$ cat config.mk
export PLATFORM = sky130hd
export DESIGN_NAME = scarv_cop_palu_mul_seq
export DESIGN_NICKNAME = d
export VERILOG_FILES = /design/src/rtl/scarv_cop_palu_mul_seq_pkg.sv /design/src/rtl/scarv_cop_palu_mul_seq.sv
export SDC_FILE = /design/constraint.sdc
export NUM_CORES = 1
export LEC_CHECK = 0
export ABC_AREA = 1
export CAP_MARGIN = 20
export CORE_MARGIN = 3
export CORE_UTILIZATION = 39
export CTS_BUF_LIST = sky130_fd_sc_hd__clkbuf_16
export DETAILED_ROUTE_END_ITERATION = 8
export HOLD_SLACK_MARGIN = 0.06
export PLACE_DENSITY = 0.9
export SYNTH_ARGS = -nofsm -noshare
export SYNTH_HDL_FRONTEND = slang
export SYNTH_SLANG_ARGS = --single-unit
$ cat constraint.sdc
create_clock -name g_clk -period 1.7 [get_ports g_clk]
set_input_delay 0.425 -clock g_clk [delete_from_list [all_inputs] [get_ports g_clk]]
set_output_delay 0.425 -clock g_clk [all_outputs]
set_load 0.01 [all_outputs]
$ cat src/rtl/scarv_cop_palu_mul_seq_pkg.sv
// ============================================================================
// Module : scarv_cop_palu_mul_seq_pkg
// Brief  : Pack-width codes, sequencer state encoding, pack-width legality.
// Rev    : 1.0 - initial release
// ============================================================================
`default_nettype none

package scarv_cop_palu_mul_seq_pkg;

   localparam logic [2:0] c_PW_1  = 3'b001;
   localparam logic [2:0] c_PW_2  = 3'b010;
   localparam logic [2:0] c_PW_4  = 3'b011;
   localparam logic [2:0] c_PW_8  = 3'b100;
   localparam logic [2:0] c_PW_16 = 3'b101;

   typedef enum logic [1:0] {
      MSEQ_IDLE  = 2'b00,
      MSEQ_RUN   = 2'b01,
      MSEQ_DRAIN = 2'b10,
      MSEQ_RESP  = 2'b11
   } mseq_state_t;

   function automatic logic pw_legal(input logic [2:0] pw);
      return (pw == c_PW_1) || (pw == c_PW_2) || (pw == c_PW_4) ||
             (pw == c_PW_8) || (pw == c_PW_16);
   endfunction

endpackage

`default_nettype wire

$ cat src/rtl/scarv_cop_palu_mul_seq.sv
// ============================================================================
// Module : scarv_cop_palu_mul_seq
// Brief  : Issue/response sequencer in front of the packed shift-add multiplier.
// Rev    : 1.0 - initial release
// ============================================================================
`default_nettype none

module scarv_cop_palu_mul_seq
   import scarv_cop_palu_mul_seq_pkg::*;
(
   input  logic        g_clk,
   input  logic        g_resetn,
   input  logic        req_valid,
   output logic        req_ready,
   input  logic [31:0] req_a,
   input  logic [31:0] req_b,
   input  logic [2:0]  req_pw,
   input  logic        req_hi,
   input  logic [3:0]  req_rd,
   input  logic        flush,
   output logic        mul_start,
   output logic [31:0] mul_a,
   output logic [31:0] mul_b,
   output logic [2:0]  mul_pw,
   input  logic        mul_done,
   input  logic [63:0] mul_result,
   output logic        rsp_valid,
   input  logic        rsp_ready,
   output logic [31:0] rsp_data,
   output logic [3:0]  rsp_rd,
   output logic        rsp_err
);

   mseq_state_t r_state;
   mseq_state_t w_state_nxt;

   logic [31:0] r_mul_a;
   logic [31:0] r_mul_b;
   logic [2:0]  r_mul_pw;
   logic        r_hi;
   logic [31:0] r_rsp_data;
   logic [3:0]  r_rsp_rd;
   logic        r_rsp_err;

   logic        w_accept;
   logic        w_legal;
   logic        w_capture;

   assign w_legal   = pw_legal(req_pw);
   assign w_accept  = (r_state == MSEQ_IDLE) && req_valid && !flush;
   assign w_capture = (r_state == MSEQ_RUN) && mul_done && !flush;

   always_ff @(posedge g_clk or negedge g_resetn) begin
      if (!g_resetn) begin
         r_state <= MSEQ_IDLE;
      end else begin
         r_state <= w_state_nxt;
      end
   end

   // DRAIN keeps start high so the multiplier counter always wraps to 0.
   always_comb begin
      w_state_nxt = r_state;
      case (r_state)
         MSEQ_IDLE: begin
            if (w_accept) begin
               w_state_nxt = w_legal ? MSEQ_RUN : MSEQ_RESP;
            end
         end
         MSEQ_RUN: begin
            if (mul_done) begin
               w_state_nxt = flush ? MSEQ_IDLE : MSEQ_RESP;
            end else if (flush) begin
               w_state_nxt = MSEQ_DRAIN;
            end
         end
         MSEQ_DRAIN: begin
            if (mul_done) begin
               w_state_nxt = MSEQ_IDLE;
            end
         end
         MSEQ_RESP: begin
            if (rsp_ready || flush) begin
               w_state_nxt = MSEQ_IDLE;
            end
         end
         default: w_state_nxt = MSEQ_IDLE;
      endcase
   end

   always_ff @(posedge g_clk or negedge g_resetn) begin
      if (!g_resetn) begin
         r_mul_a    <= '0;
         r_mul_b    <= '0;
         r_mul_pw   <= '0;
         r_hi       <= 1'b0;
         r_rsp_data <= '0;
         r_rsp_rd   <= '0;
         r_rsp_err  <= 1'b0;
      end else if (w_accept) begin
         r_mul_a    <= req_a;
         r_mul_b    <= req_b;
         r_mul_pw   <= req_pw;
         r_hi       <= req_hi;
         r_rsp_rd   <= req_rd;
         r_rsp_data <= '0;
         r_rsp_err  <= !w_legal;
      end else if (w_capture) begin
         r_rsp_data <= r_hi ? mul_result[63:32] : mul_result[31:0];
         r_rsp_err  <= 1'b0;
      end
   end

   assign req_ready = (r_state == MSEQ_IDLE);
   assign mul_start = (r_state == MSEQ_RUN) || (r_state == MSEQ_DRAIN);
   assign rsp_valid = (r_state == MSEQ_RESP);
   assign mul_a     = r_mul_a;
   assign mul_b     = r_mul_b;
   assign mul_pw    = r_mul_pw;
   assign rsp_data  = r_rsp_data;
   assign rsp_rd    = r_rsp_rd;
   assign rsp_err   = r_rsp_err;

endmodule

`default_nettype wire

# ---- Yosys cells after proc, flatten, opt, wreduce, memory -nomap -nowiden
# Index checks and enable logic that the tools add are counted.
dict set report classes {
  n_eq_ne 12
  n_mux 13
  n_reduce_logical 15
}
# op count
set ops {}
lappend ops {{32-bit two-way mux} 3}
lappend ops {{2-bit two-way mux} 7}
lappend ops {{2-bit case mux with 4 select lines} 1}
lappend ops {{3-bit by 2-bit == test with 1-bit output (second input constant)} 2}
lappend ops {{3-bit == test (second input constant)} 2}
lappend ops {{1-bit logical OR} 6}
lappend ops {{2-bit == test (second input constant)} 2}
lappend ops {{1-bit logical AND} 4}
lappend ops {{2-bit by 1-bit != test with 1-bit output (second input constant)} 2}
lappend ops {{4-bit AND reduction} 1}
lappend ops {{3-bit by 1-bit == test with 1-bit output (second input constant)} 1}
lappend ops {{3-bit != test (second input constant)} 1}
lappend ops {{2-bit by 1-bit == test with 1-bit output (second input constant)} 1}
lappend ops {{1-bit logical NOT} 2}
lappend ops {{2-bit logical NOT} 1}
lappend ops {{1-bit two-way mux} 2}
lappend ops {{2-bit != test (second input constant)} 1}
lappend ops {{2-bit nonzero test} 1}
dict set report word_totals {
  reg_bits 107
}

# ---- Depth between registers and ports, before layout
# Gate-level depths: netlist (run 1).
dict set report logic_depth {
  depth_word 8
  mapped_depth 8
  mapped_depth_nobuf 8
}

# ---- Worst setup path before layout (run 1)
# No wires, ideal clock.
dict set report synth_timing {
  path_type {register to register}
  start {reg r_state[0]}
  end {reg r_rsp_data[10] (netlist: rsp_data[10])}
  setup_ns 0.117
  t_arrival_ns 1.351
  t_required_ns 1.583
  setup_slack_ns 0.233
  stages_incl_launch_ff 9
  n_path_buf 2
  synth_period_minus_slack_ns 1.467
  cell_sequence {dfrtp_1 -> inv_1 -> ha_1 -> nand3_2 -> and2_1 -> buf_6 -> buf_6 -> nand2_1 -> nand2_1}
}
dict set report synth_between {
  elab_chain_cells 4
}
# item line_no
set synth_lines {}
lappend synth_lines {{start, declared} scarv_cop_palu_mul_seq.sv:34} ;# mseq_state_t r_state;
lappend synth_lines {{start signal, assigned} scarv_cop_palu_mul_seq.sv:57} ;# r_state <= w_state_nxt;
lappend synth_lines {{2-bit logical NOT *} n/a}
lappend synth_lines {{via req_ready} scarv_cop_palu_mul_seq.sv:14} ;# output logic req_ready,
lappend synth_lines {{1-bit logical AND * (2 in series)} scarv_cop_palu_mul_seq.sv:50} ;# assign w_accept = (r_state == MSEQ_IDLE) && req_valid && !flush;
lappend synth_lines {{32-bit two-way mux / 2-bit nonzero test (equally long branches)} n/a}
lappend synth_lines {{end signal, assigned} scarv_cop_palu_mul_seq.sv:109} ;# r_rsp_data <= r_hi ? mul_result[63:32] : mul_result[31:0];
lappend synth_lines {{end, declared} scarv_cop_palu_mul_seq.sv:41} ;# logic [31:0] r_rsp_data;
# The timed path passes the listed nets; every way through them passes the cells marked *.
# A chain may end at the register's enable or synchronous reset.

# ---- Worst setup path after layout (run 1)
dict set report layout_timing {
  start {reg r_rsp_data[5] (netlist: rsp_data[5])}
  end {out rsp_data[5]}
}
# item line_no
set layout_rtl {}
lappend layout_rtl {{end, declared} scarv_cop_palu_mul_seq.sv:29} ;# output logic [31:0] rsp_data,
# No word-level cell between the ends.

==> flow_metrics.tcl, run 1 <==
set metrics [dict create \
    ir_drop_mv 0.998 \
    synth_edf_count 0 \
    die_width_um 115 \
    synth_warnings 0 \
    routed_wirelength_um 14700 \
    die_height_um 115 \
    worstPathRequired_ps 1270 \
    initial_core_util_pct 40.3 \
    yosysMostFrequentCell "nand2_1" \
    dpl-instance-area_um2 7420 \
    cp_max_fo 2 \
    ys_seq_area_share_pct 57.4 \
    max_freq_mhz 599 \
    avgSynthCellArea_um2 7.89 \
    ant_nets 0 \
    finClkSkew_ps 8.06 \
    grt_antenna_before_repair 1 \
    critical-path-slowest-cell "clkdlybuf4s50_1" \
    dp_hpwl_um 10600 \
    critical-path-top-delay-family "buffers and inverters" \
    synth_async_sr_flop_share_pct 100 \
    rows 39 \
    clock-root-buffer "clkbuf_16" \
    finish.instance_area_um2 8000 \
    hold_viol_final 0 \
    synth_area_um2 4660 \
    ys_types 15 \
    setup_viol 0 \
    final_net_count 996 \
    drt-pass1-iter-count 5 \
    max_stage_delay_ps 550 \
    critical_path_class "flip-flop to primary output" \
    synth_top_area_cell "dfrtp_1" \
    fill_cells 879 \
    avgRoutedWirePerCell_um 14.7 \
    grt_usage_pct 20.6 \
    via_per_inst 4.66 \
    synth_seq_cells 107 \
    critical_path_buf_inv_count 1 \
    maxCapViolCount 0 \
    cts_tree "done" \
    startpoint_type "flip-flop" \
    post-route-period-util_pct 98.2 \
    tightest_slew_ps 356 \
    p_per_area_nw_per_um2 1520 \
    synth_top_area_share_pct 57.4 \
    syn_nets 737 \
    vias 4652 \
    synthCells 591 \
    p_total_mw 12.1 \
    grt_overflow 0 \
    io_pins 249 \
    htree_levels 3 \
    dieArea_um2 13300 \
    cts_buffer_depth 2 \
    grt_max_degree 66 \
    grt_pass1_wl_um 21500 \
    place.gp.congestion 0.786 \
    worst_hold_path_type "flip-flop to flip-flop" \
    syn_to_final_growth_pct 71.7 \
    outcome "finished, final reports clean" \
    clk_pin_slew_ps 70 \
    worstSetupEndpointType "primary output" \
    portBuffers 248 \
    p_leak_nw 4.82 \
    ys.flop_type "dfrtp_1" \
    drc_errors 0 \
    period_minus_slack_ps 1670 \
    critPathArrivalTime_ps 1240 \
    yosys-top-cells-count "nand2_1 (360), dfrtp_1 (107), inv_1 (41), o21ai_0 (36), buf_2 (21)" \
    first_global_vias 4383 \
    path_cells "clkdlybuf4s50_1" \
    maxSlewHeadroom_pct 76.2 \
    insertion_delay_ps 340 \
    cts_made_buffers 9 \
    drive_gt1_share_pct 6.44 \
    dr.first_iter.drc_count 239 \
    coreArea_um2 11600 \
    cts.sinks 107 \
    slew_violations 0 \
    ys_top_cells_by_area "dfrtp_1 (57%), nand2_1 (29%), o21ai_0 (3.9%), inv_1 (3.3%), buf_2 (2.3%)" \
]
-- kinds of logic after synthesis --
kind of cell | share of synthesized area (%)
AO/OA/AOI/OAI | 3.97
buffers and inverters | 7.01
flip-flops | 57.4
AND/OR/NAND/NOR | 30.5
adder cells (fa/ha/maj) | 1.07
-- cells in the final DEF (no fill, tap or decap), types with 5 or more instances in the layout --
cell type        count
nand2_1            360
clkdlybuf4s50_1    172
dfrtp_1            107
dlymetal6s2s_1      65
inv_1               39
o21ai_0             36
buf_4               16
clkbuf_16           11
buf_12              10
dlygate4sd2_1        7
nand3_1              5
-- worst paths after layout --
path                            cells past startpoint  slack, ps            to        start
worst max-delay path                                1         30   rsp_data[5]  rsp_data[5]
min in group asynchronous                           2        550     mul_b[19]     g_resetn
worst min register to register                      2        470   rsp_data[4]  rsp_data[4]
worst min-delay path                                2        470   rsp_data[4]  rsp_data[4]
max in group asynchronous                           3        640  rsp_data[20]     g_resetn
worst max register to register                     10        110   rsp_data[6]   r_state[0]
-- per-stage QoR --
stage / instances / hold WS [ps] / setup WS, ps / utilization (%) / TNS [ps]
after floorplan: 591 / 129 / 233 / - / 0
after global placement: 974 / 365 / -5.44 / 64.2 / -17.1
after detailed placement: 974 / 361 / -94.4 / 64.2 / -3170
after CTS: 991 / 474 / 0.885 / 66.8 / 0
after global routing: 998 / 494 / -1.40 / 69.2 / -1.40
final: 998 / 467 / 30.7 / 69.2 / 0
-- area by class of cell --
cell class / instances / area [µm²] / share of cell area [%]
clock inverter: 6 / 72.6 / 0.907
tap: 143 / 179 / 2.24
multi-input combinational: 412 / 1670 / 20.9
clock buffer: 9 / 225 / 2.81
antenna: 1 / 2.50 / 0.0313
sequential: 107 / 2680 / 33.5
inverter: 43 / 169 / 2.11
timing repair buffer: 277 / 3010 / 37.6
-- layer usage --
metal	track usage, %	routed length, µm
met1	25.2	5660
met4	7.98	301
met3	3.63	1020
met2	36.1	7690
met5	0	0
-- registers in the layout (all words and copies together), names as in the netlist --
signal,count
mul_a,32
mul_b,32
mul_pw,3
r_hi,1
r_state,2
rsp_data,32
rsp_err,1
rsp_rd,4
-- report_power, final --
group / total (mW) / leakage (nW) / switching, mW / internal [mW]
Sequential: 4.32 / 1.36 / 0.615 / 3.70
Combinational: 5.72 / 3.31 / 2.78 / 2.94
Clock: 2.09 / 0.142 / 0.944 / 1.15
-- timing repair --
| action | CTS | global route |
|---|---|---|
| endpoints found under the hold margin | 21 | 0 |
| hold buffers | 1 | 0 |
| gates resized for setup | 17 | 73 |
| cloned | 0 | 3 |
| setup buffers | 1 | 3 |
| pin swaps | 0 | 2 |
| setup endpoints to repair | 10 | 115 |
No activity file was read; power rests on OpenSTA's default activity.
==> inputs of run 2 (changes only) <==
- ABC_CLOCK_PERIOD_IN_PS: not set -> 1700
==> results of run 2 <==
No change in the layout: final DEF, timing and power equal those of run 1.
==> inputs of run 3 (changes only) <==
- CORE_UTILIZATION: 39 -> 41
- CTS_BUF_LIST: sky130_fd_sc_hd__clkbuf_16 -> sky130_fd_sc_hd__clkbuf_4
- PLACE_DENSITY: 0.9 -> 0.93
- SETUP_SLACK_MARGIN: not set -> 0.1
==> run 3 against run 2 <==
Against the previous run: the run now ends with setup timing left; sequential share of layout area down 2.2 points; wire length up 20%; register-to-register slack worse by 120 ps; first-iteration DRC count up 32%; clock power down 42%; global-route usage up 1.2 points; worst setup slack worse by 82 ps; non-clock buffer count up 65; sequential power up 4%; critical path depth up 2; final cell count up 6.1%; die area down 4.6%; critical path type unchanged; largest power group unchanged; highest routed layer unchanged.
==> flow_metrics.tcl, run 3 (synthesized netlist as in run 1, its figures left out) <==
set metrics [dict create \
    via_per_inst 4.84 \
    finish.instance_area_um2 8580 \
    cts_buffer_depth 2 \
    worstPathRequired_ps 1270 \
    outcome "finished with violations" \
    io_pins 249 \
    die_height_um 113 \
    rows 38 \
    regArea_um2 2680 \
    ant_nets 0 \
    syn_to_final_growth_pct 84.1 \
    worstSetupEndpointType "primary output" \
    first_global_vias 4632 \
    hold_viol_final 0 \
    grt_overflow 0 \
    maxCapViolCount 0 \
    clk_pin_slew_ps 180 \
    dp_hpwl_um 10500 \
    cts_made_buffers 9 \
    die_width_um 113 \
    period_minus_slack_ps 1750 \
    clock-root-buffer "clkbuf_4" \
    max_stage_delay_ps 450 \
    place_ws_ps -110 \
    slew_violations 0 \
    dieArea_um2 12700 \
    maxSlewHeadroom_pct 77.9 \
    cts.sinks 107 \
    multi_input_area_um2 2070 \
    startpoint_type "flip-flop" \
    critical_path_class "flip-flop to primary output" \
    avgRoutedWirePerCell_um 16.7 \
    portBuffers 248 \
    coreArea_um2 11000 \
    critPathArrivalTime_ps 1330 \
    p_per_area_nw_per_um2 1510 \
    fill_cells 695 \
    drive_gt1_share_pct 27.5 \
    path_cells "inv_2 > ha_4 > buf_6" \
    p_leak_nw 4.49 \
    final_net_count 1061 \
    instances_no_fill 1059 \
    violations "setup timing" \
    drt-pass1-iter-count 7 \
    grt_usage_pct 21.8 \
    routed_wirelength_um 17700 \
    htree_levels 3 \
    grt_antenna_before_repair 0 \
    grt_pass1_wl_um 22500 \
    dr.first_iter.drc_count 315 \
    vias 5123 \
    critical-path-slowest-cell "dfrtp_1" \
    grt_max_degree 44 \
    finClkSkew_ps 20.5 \
    drc_errors 0 \
    post-place-cells 971 \
    worst_hold_path_type "primary input to async pin" \
    setup_viol 4 \
    dpl-instance-area_um2 7400 \
    post-route-period-util_pct 103 \
    place.gp.congestion 0.814 \
    rsz0062_at_grt "true" \
    diodes 0 \
    final_common_cell "nand2_1" \
    initial_core_util_pct 42.4 \
    cp_max_fo 3 \
    ir_drop_mv 1.09 \
    cts_tree "done" \
    tightest_slew_ps 332 \
    max_freq_mhz 571 \
    insertion_delay_ps 450 \
    layout_common_cells "nand2_1 (274), clkdlybuf4s50_1 (140), dfrtp_1 (107), buf_4 (63), nand2_2 (59)" \
    fin_ws_ps -51.4 \
]
==> run 3: final cells by class <==
type / instances / area share (%)
timing repair buffer: 342 / 39.4
clock buffer: 9 / 0.788
clock inverter: 6 / 0.569
tap: 140 / 2.04
multi-input combinational: 412 / 24.1
sequential: 107 / 31.2
inverter: 43 / 1.94
==> run 3: path summary, 6_finish.rpt <==
| check | startpoint | endpoint | slack (ps) | cells after the start |
|---|---|---|---|---|
| min in group g_clk | req_b[12] | mul_b[12] | 480 | 3 |
| worst max-delay path | r_state[0] | mul_start | -50 | 3 |
| worst min register to register | rsp_data[15] | rsp_data[15] | 500 | 2 |
| worst min-delay path | g_resetn | mul_b[22] | 330 | 2 |
| max in group asynchronous | g_resetn | mul_a[2] | 800 | 3 |
| worst max register to register | r_state[0] | rsp_data[29] | -10 | 9 |
==> run 3: report_power, final <==
group | internal, mW | switching [mW]
logic | 3.73 | 3.51
clock network | 0.313 | 0.895
registers | 3.69 | 0.799
==> run 3: metal layers <==
layer | track usage [%] | wire (µm) | vias up
li1 | - | - | 2421
met1 | 26.4 | 6820 | 2465
met2 | 39.1 | 9370 | 204
met3 | 4.64 | 1080 | 33
met4 | 6.25 | 405 | 0
met5 | 0 | 0 | -
==> run 3: stage by stage <==
step / power [mW] / setup TNS, ps / utilization (%) / hold slack, ps
after floorplan: 6.77 / 0 / - / 129
after global placement: 10.0 / -41.4 / 67.3 / 279
after detailed placement: 10.2 / -2080 / 67.3 / 281
after CTS: 11.2 / -102 / 70.0 / 310
after global routing: 13.7 / -1030 / 78.1 / 282
final: 12.9 / -102 / 78.1 / 335
==> run 3: critical path: cells and delay by family (launching register included) <==
kind | cells | cell delay (ps)
adder cells (fa/ha/maj) | 1 | 270
buffers and inverters | 2 | 170
flip-flops | 1 | 450
==> run 3: timing repair <==
item / in CTS / in global routing
hold endpoints to repair: 83 / 0
pin swaps: 1 / 36
buffers inserted: 22 / 34
gates cloned: 0 / 17
gates resized for setup: 195 / 215
hold buffers: 1 / 0
endpoints found under the setup margin: 133 / 161
